[config.mk]
export PLATFORM = sky130hd
export DESIGN_NAME = mult_div_unit
export DESIGN_NICKNAME = d
export VERILOG_FILES = /design/src/rtl/mult_div_unit.sv
export SDC_FILE = /design/constraint.sdc
export NUM_CORES = 2
export LEC_CHECK = 0
export ABC_AREA = 1
export BUFFER_PORTS_ARGS = -buffer_cell sky130_fd_sc_hd__buf_2
export CORE_ASPECT_RATIO = 1.5
export CORE_MARGIN = 5
export CORE_UTILIZATION = 60
export CTS_BUF_LIST = sky130_fd_sc_hd__clkbuf_4 sky130_fd_sc_hd__clkbuf_8 sky130_fd_sc_hd__clkbuf_16
export CTS_CLUSTER_DIAMETER = 40
export DETAILED_ROUTE_END_ITERATION = 16
export PLACE_DENSITY = 0.87
export SKIP_CTS_REPAIR_TIMING = 1
export SYNTH_ARGS = -nofsm -noshare
export SYNTH_HDL_FRONTEND = slang
export SYNTH_SLANG_ARGS = --single-unit
[constraint.sdc]
create_clock -name clock -period 9.3 [get_ports clock]
set_input_delay 1.395 -clock clock [delete_from_list [all_inputs] [get_ports clock]]
set_output_delay 1.395 -clock clock [all_outputs]
set_load 0.02 [all_outputs]
[src/rtl/mult_div_unit.sv]
// Multicycle HI/LO multiply/divide unit for the EX stage.
// Multiply finishes after MUL_CYCLES cycles; divide is a fixed 34-cycle restoring divider.
module mult_div_unit #(
    parameter int MUL_CYCLES = 4
) (
    input  logic        clock,
    input  logic        reset,
    input  logic        start,
    input  logic [2:0]  md_control,
    input  logic [31:0] a,
    input  logic [31:0] b,
    output logic        busy,
    output logic        done,
    output logic [31:0] hi,
    output logic [31:0] lo
);

    localparam int DIV_CYCLES = 34;
    localparam int DIV_ITERS  = DIV_CYCLES - 2;

    localparam logic [2:0] OP_MULT  = 3'b001;
    localparam logic [2:0] OP_MULTU = 3'b010;
    localparam logic [2:0] OP_DIV   = 3'b011;
    localparam logic [2:0] OP_DIVU  = 3'b100;
    localparam logic [2:0] OP_MTHI  = 3'b101;
    localparam logic [2:0] OP_MTLO  = 3'b110;

    typedef enum logic [2:0] {
        S_IDLE,
        S_MUL,
        S_DIV_PREP,
        S_DIV_ITER,
        S_DIV_FIX
    } state_t;

    state_t      state;
    state_t      next_state;
    logic [5:0]  count;
    logic [31:0] op_a;
    logic [31:0] op_b;
    logic        op_signed;
    logic [31:0] quo;
    logic [31:0] rem;
    logic [31:0] divisor;
    logic        quo_neg;
    logic        rem_neg;
    logic        div_zero;

    logic [63:0] ext_a;
    logic [63:0] ext_b;
    logic [63:0] product;
    logic [31:0] a_mag;
    logic [31:0] b_mag;
    logic [32:0] shifted;
    logic [32:0] diff;

    assign busy = (state != S_IDLE);

    always_ff @(posedge clock) begin
        if (reset) begin
            state <= S_IDLE;
        end else begin
            state <= next_state;
        end
    end

    always_comb begin
        next_state = state;
        case (state)
            S_IDLE: begin
                if (start) begin
                    if (md_control == OP_MULT || md_control == OP_MULTU) begin
                        next_state = S_MUL;
                    end else if (md_control == OP_DIV || md_control == OP_DIVU) begin
                        next_state = S_DIV_PREP;
                    end
                end
            end
            S_MUL:      if (count == 6'd0) next_state = S_IDLE;
            S_DIV_PREP: next_state = S_DIV_ITER;
            S_DIV_ITER: if (count == 6'd0) next_state = S_DIV_FIX;
            S_DIV_FIX:  next_state = S_IDLE;
            default:    next_state = S_IDLE;
        endcase
    end

    // Two's-complement low 64 bits are identical for signed and unsigned once operands are extended.
    always_comb begin
        ext_a   = op_signed ? {{32{op_a[31]}}, op_a} : {32'b0, op_a};
        ext_b   = op_signed ? {{32{op_b[31]}}, op_b} : {32'b0, op_b};
        product = ext_a * ext_b;
        a_mag   = (op_signed && op_a[31]) ? (~op_a + 32'd1) : op_a;
        b_mag   = (op_signed && op_b[31]) ? (~op_b + 32'd1) : op_b;
        shifted = {rem, quo[31]};
        diff    = shifted - {1'b0, divisor};
    end

    always_ff @(posedge clock) begin
        if (reset) begin
            hi        <= 32'd0;
            lo        <= 32'd0;
            done      <= 1'b0;
            count     <= 6'd0;
            op_a      <= 32'd0;
            op_b      <= 32'd0;
            op_signed <= 1'b0;
            quo       <= 32'd0;
            rem       <= 32'd0;
            divisor   <= 32'd0;
            quo_neg   <= 1'b0;
            rem_neg   <= 1'b0;
            div_zero  <= 1'b0;
        end else begin
            done <= 1'b0;
            case (state)
                S_IDLE: begin
                    if (start) begin
                        case (md_control)
                            OP_MTHI: hi <= a;
                            OP_MTLO: lo <= a;
                            OP_MULT, OP_MULTU: begin
                                op_a      <= a;
                                op_b      <= b;
                                op_signed <= (md_control == OP_MULT);
                                count     <= 6'(MUL_CYCLES - 1);
                            end
                            OP_DIV, OP_DIVU: begin
                                op_a      <= a;
                                op_b      <= b;
                                op_signed <= (md_control == OP_DIV);
                            end
                            default: ;
                        endcase
                    end
                end
                S_MUL: begin
                    if (count == 6'd0) begin
                        hi   <= product[63:32];
                        lo   <= product[31:0];
                        done <= 1'b1;
                    end else begin
                        count <= count - 6'd1;
                    end
                end
                S_DIV_PREP: begin
                    quo      <= a_mag;
                    divisor  <= b_mag;
                    rem      <= 32'd0;
                    quo_neg  <= op_signed && (op_a[31] ^ op_b[31]);
                    rem_neg  <= op_signed && op_a[31];
                    div_zero <= (op_b == 32'd0);
                    count    <= 6'(DIV_ITERS - 1);
                end
                // A clear borrow bit means the divisor fits: keep the difference and shift in a 1.
                S_DIV_ITER: begin
                    if (!diff[32]) begin
                        rem <= diff[31:0];
                        quo <= {quo[30:0], 1'b1};
                    end else begin
                        rem <= shifted[31:0];
                        quo <= {quo[30:0], 1'b0};
                    end
                    if (count != 6'd0) begin
                        count <= count - 6'd1;
                    end
                end
                S_DIV_FIX: begin
                    if (div_zero) begin
                        lo <= 32'hFFFF_FFFF;
                        hi <= op_a;
                    end else begin
                        lo <= quo_neg ? (~quo + 32'd1) : quo;
                        hi <= rem_neg ? (~rem + 32'd1) : rem;
                    end
                    done <= 1'b1;
                end
                default: ;
            endcase
        end
    end

endmodule
Word-level counts from Yosys, hierarchy flattened:

Cells that the tools add are included.

* input port bits: 70
* register bits after elaboration: 238
* logic and storage cells: 102
* output and inout port bits: 66

* equal/unequal tests: 19
* reductions and logical operators: 23
* add/subtract/negate cells: 6
* multiply operators: 1
* muxes and demuxes: 34
* bitwise gates (word level): 5

Operators by type and width (number)
* two-way mux 32 bit: 13
* one-hot mux 32 bit (3 select lines): 2
* adder 32 x 1 -> 32 bit, second input constant: 4
* two-way mux 64 bit: 2
* NOT 32 bit: 4
* one-hot mux 32 bit (2 select lines): 2
* multiplier 64 x 64 -> 64 bit: 1
* subtractor 33 x 32 -> 33 bit: 1
* zero test 32 bit: 1
* two-way mux 6 bit: 4
* one-hot mux 6 bit (4 select lines): 1
* two-way mux 3 bit: 5
* == test 3 x 2 -> 1 bit, second input constant: 4
* == test 3 bit, second input constant: 4
* != test 2 bit, second input constant: 6
* one-hot mux 3 bit (4 select lines): 1
* AND reduction 4 bit: 3
* == test 3 x 1 -> 1 bit, second input constant: 2
* zero test 6 bit: 1
* AND reduction 3 bit: 2
* nonzero test 3 bit: 2
* nonzero test 6 bit: 1
* subtractor 6 x 1 -> 6 bit, second input constant: 1
* AND reduction 5 bit: 1
* other kinds (12): 20

Longest topological paths before layout:

* word-level depth: 6
* depth in mapped cells: 42
* gate-level depth less buffers: 40

Worst setup path after synthesis:

Ideal clock, no wire load.

* path kind: register to register
* start: register op_a[31]
* end: register hi[31]
* setup slack: 0.034 ns
* required time: 9.181 ns
* library setup time: 0.119 ns
* arrival time: 9.146 ns
* period minus slack after synthesis: 9.266 ns
* path buffers: 4
* cell stages (with the launch flop): 35
* path through: dfxtp_1 clkbuf_1 nand2_1 clkbuf_1 clkbuf_1 clkbuf_1 nor2_1 fa_1 inv_1 fa_1 inv_1 fa_1 inv_1 fa_1 inv_1 fa_1 fa_1 fa_1 inv_1 fa_1 inv_1 fa_1 inv_1 fa_1 inv_1 ha_1 nand2_1 nor3_1 nand2_1 nor4_1 nand2_1 nand3_1 nand3_1 nand3_1 a21oi_1

* word-level cells in the longest chain between the ends: 4
* elaborated cells on any way between the ends: 5
* those cells by class: 1 x mul; 4 x mux

RTL lines
* from (decl): RTL line 39 `logic [31:0] op_a;`
* from (signal assigned): RTL line 104 `op_a <= 32'd0;`
* from (signal assigned): RTL line 122 `op_a <= a;`
* from (signal assigned): RTL line 128 `op_a <= a;`
* two-way mux 64 bit: RTL line 89 `ext_a = op_signed ? {{32{op_a[31]}}, op_a} : {32'b0, op_a};`
* multiplier 64 x 64 -> 64 bit: RTL line 91 `product = ext_a * ext_b;`
* two-way mux 32 bit: RTL line 137 `if (count == 6'd0) begin`
* one-hot mux 32 bit (3 select lines) *: RTL line 115 `case (state)`
* to (signal assigned): RTL line 138 `hi <= product[63:32];`
* to (signal assigned): RTL line 170 `hi <= op_a;`
* to (signal assigned): RTL line 173 `hi <= rem_neg ? (~rem + 32'd1) : rem;`
* to (decl): RTL line 14 `output logic [31:0] hi,`

Every way passes the cells marked *; elsewhere a longest branch is shown, timed or not. The select of a mux whose other input is x is not followed.
A chain may end at the register's enable or synchronous reset.

Worst setup path after layout:

* start: register op_signed
* end: register hi[20]

* word-level cells in the longest chain between the ends: 4
* elaborated cells on any way between the ends: 5
* those cells by class: 1 x mul; 4 x mux

RTL lines
* from (decl): RTL line 41 `logic op_signed;`
* from (signal assigned): RTL line 124 `op_signed <= (md_control == OP_MULT);`
* from (signal assigned): RTL line 130 `op_signed <= (md_control == OP_DIV);`
* two-way mux 64 bit, on equally long branches: RTL line 89, 90
* multiplier 64 x 64 -> 64 bit *: RTL line 91
* two-way mux 32 bit *: RTL line 137
* one-hot mux 32 bit (3 select lines) *: RTL line 115

Marked as above.

==> results list <==
- Total Wirelength: around 280 mm
- R2R Setup Slk: around 0.10 ns
- The critical path in this run is classified as reg2reg.
- Finished layout cell area: a little over 70000 sq um
- Pin count of the biggest net entering global routing: 95
- In this run the static leakage power is around 42 nW.
- Highest cell delay on the worst timing path: ~0.60 ns
- The first global-routing pass estimated just over 400 mm of wire.
- In the finished design, the share of the clock period the worst path needs comes to a little over nine tenths.
- Via count of the first global-routing pass: 65500
* Core area: ~110000 sq um
* Post-synthesis net count: between 10000 and 15000
- Power per standard cell area: about 150 nW/um^2
- Yosys synthesis warning count: 0
* Post-synthesis instance area: ~66000 sq um
- Measured along the x axis, the die boundary spans 280 um.
- RSZ-0062 raised after global routing: yes
- Number of iterations in the first detailed-routing pass: 9
- In this run the tool buffered the top-level ports with about 140 buffer cells.
- Via count of the routed design: approximately 60000
* Area growth from synthesis to final layout: 9.61%
* Reg2Reg Depth: 33
* Max Fanout on Critical Path: 12
- Area after DPL: about 69000 sq um
- Post-detailed-placement half-perimeter wirelength: between 200 and 250 mm
* Arrival time worst endpoint: approximately 9.7 ns
* Count of flip-flops with a built-in enable after synthesis: 0
- Along the worst hold path, the cell count comes to 2.
* Initial antenna violation count: 11
* Layout cells sized above 1: roughly 8.0%
* Max-slew headroom: a little under a quarter
- Result of the run: completed
- STA classifies the critical path startpoint as a register.
- The die covers 116000 sq um.
- Final routed DRC violation total: 0
- The number of pins exceeding their max-slew limit in the final report is 0.
* Type of destination of the critical path: register
- Worst setup path endpoint: hi[20]
* Most frequent cell on the critical path: fa_1
* Cell row count: 148
- Number of failing setup endpoints in the final timing report: 0
* Max stage delay cell, worst path: fa_1
- The number of endpoints with negative hold slack in the final report is 0.
- Data required time at the worst endpoint: around 9.8 ns
- The total overflow left after global routing is 0.
* Routed length per instance: approximately 27 um
- Worst hold-check path type: reg2reg
- The clock passes through at most 3 buffers.
- Number of buffers created by CTS: 66
- Counting flops with an async set or reset pin after synthesis yields a share of 0%.
* Number of top-level pins: approximately 140
- Hold_ws: 0.492 ns
* Critical Path Start: op_signed
* Sequential cell area fraction in the yosys report: 7.25%
- Clock-pin slew was measured on the worst setup and hold paths at 0.05 ns.
* Height of the chip: between 400 and 500 um
- The H-tree was split into 3 levels.
- Max-cap violations in this run came to 0.
- Worst-skew pair later-pin latency: roughly 0.65 ns
- The layout has between 8000 and 9000 filler cells.
- VDD sags by at most ~0.22 mV.
* Final estimated routing congestion in global placement: 1.09
* Flop and latch count out of synthesis: 238
- Dividing the synthesized area by the synthesized cell count gives about 7.5 sq um.
* Tightest Pin Transition: roughly 1.1 ns
- Number of different library cells in the post-synthesis netlist: 57
- In the routed layout, each cell is associated on average with a via count of approximately 5.9.
- Primary flip-flop cell chosen by synthesis mapping: dfxtp_1
* Buffer type at the clock tree root: clkbuf_16
* Upper clock frequency limit: about 110 MHz
- RR Endpoint: hi[20]
- Minimum clock period after layout: between 9 and 10 ns
- Critical register-to-register path startpoint: op_signed
- Initial standard-cell utilization of the core: 60.5%
- Count of nets left with antenna violations after detail routing: 0
* Overall global routing resource usage: between 40% and 50%
- Final net count: ~11000
- Clock tree from TritonCTS: done
- Number of standard cells after synthesis: just under 9000
- Maximum clock skew at final layout: approximately 0.07 ns
- Sink count of the clock tree: approximately 240
- The detailed router finished its first iteration with ~7200 violations.
metal layers:
layer | track usage (%) | routed length, um | vias to the layer above | part of all wire, %
met5 | 0 | 19 | - | 0.0068
met4 | 39.7 | 32500 | 2 | 12
met3 | 13.5 | 32900 | 1690 | 12
met2 | 74.5 | 125000 | 4621 | 44
met1 | 55.9 | 91400 | 29600 | 32
li1 | - | - | 25600 | -
synth_stat cells, types with 11 or more instances:
cell type,n,area (sq um)
inv_1,2552,9580
nand2_1,1859,6980
fa_1,1420,28400
nor2_1,441,1660
a21oi_1,426,2130
ha_1,347,4340
o21ai_0,314,1570
clkbuf_1,287,1080
nand3_1,286,1430
dfxtp_1,238,4760
buf_1,67,251
xor2_1,55,482
nand4_1,53,332
nor3_1,53,265
a31oi_1,51,319
buf_2,26,130
or2_2,26,163
o21ai_1,24,120
xnor2_1,23,201
inv_2,18,67.6
o211ai_1,18,135
o21bai_1,17,128
nor4_1,11,68.8
placed cells by master, fill, tap and decap left out, types with 51 or more instances in the layout:
cell	netlist	layout
nand3_1	286	285
fa_1	1420	1415
inv_1	2552	2547
dfxtp_1	238	221
o21ai_0	314	312
ha_1	347	346
buf_4	4	302
buf_2	26	134
a31oi_1	51	51
xor2_1	55	55
a21oi_1	426	424
nor2_1	441	433
clkbuf_16	0	66
nand4_1	53	53
nand2_1	1859	1856
nor3_1	53	53
worst max-delay path, delay by kind of cell, from the launching register on:
kind,cells,cell delay [ns]
adder cells (fa/ha/maj),11,5.59
AO/OA/AOI/OAI,4,0.78
buffers and inverters,12,1.47
flip-flops,1,0.40
AND/OR/NAND/NOR,6,0.85
report_power, final:
part	switching, W	total (W)	internal [W]
Sequential	0.000189	0.00136	0.00117
Clock	0.000883	0.00255	0.00167
Combinational	0.00490	0.00722	0.00232
Total	0.00598	0.0111	0.00515
stage by stage:
step / worst slack, ns / TNS (ns) / total power, W / instances / utilization (%)
floorplan: 0.0342 / 0 / 0.00531 / 8747 / -
global placement: 0.0407 / 0 / 0.00814 / 10200 / 63.9
detailed placement: 0.0642 / 0 / 0.00822 / 10200 / 63.9
CTS: -0.00253 / -0.00253 / 0.0109 / 10400 / 66.2
global route: -0.0663 / -0.176 / 0.0116 / 10400 / 66.3
finish: 0.104 / 0 / 0.0111 / 10400 / 66.3
area by class of cell:
| class | instances | area (sq um) | share of cell area [%] |
|---|---|---|---|
| multi-input cells | 5548 | 49800 | 69.2 |
| inverters | 2571 | 9660 | 13.4 |
| flip-flops and latches | 238 | 4790 | 6.64 |
| repair buffers | 464 | 3480 | 4.83 |
| clock buffers | 78 | 1790 | 2.49 |
| well taps | 1425 | 1780 | 2.47 |
| clock inverters | 43 | 677 | 0.939 |
| diodes | 15 | 37.5 | 0.0521 |
worst min path at each step:
stage,from,end
2_1_floorplan,divisor[31],divisor[31]
4_1_cts,rem[31],rem[31]
3_5_place_dp,rem[31],rem[31]
3_3_place_gp,quo[30],quo[30]
6_report,quo[30],quo[30]
5_1_grt,lo[10],lo[10]
registers in the layout (all words and copies together) (netlist names), 3 cells and up:
register	count
hi	32
op_a	32
state	3
lo	32
rem	32
count	6
op_b	32
quo	32
divisor	32
kinds of logic (layout without fill, tap and decap cells):
logic type / Yosys count / in the layout / synth area share [%]
AO/OA/AOI/OAI: 914 / 914 / 7.47
XOR/XNOR: 78 / 78 / 1.04
adder cells (fa/ha/maj): 1767 / 1767 / 49.8
buffers and inverters: 2961 / 3156 / 17.0
flip-flops: 238 / 238 / 7.25
other: 0 / 15 / 0
AND/OR/NAND/NOR: 2789 / 2789 / 17.4
(Power assumes the default switching activity.)
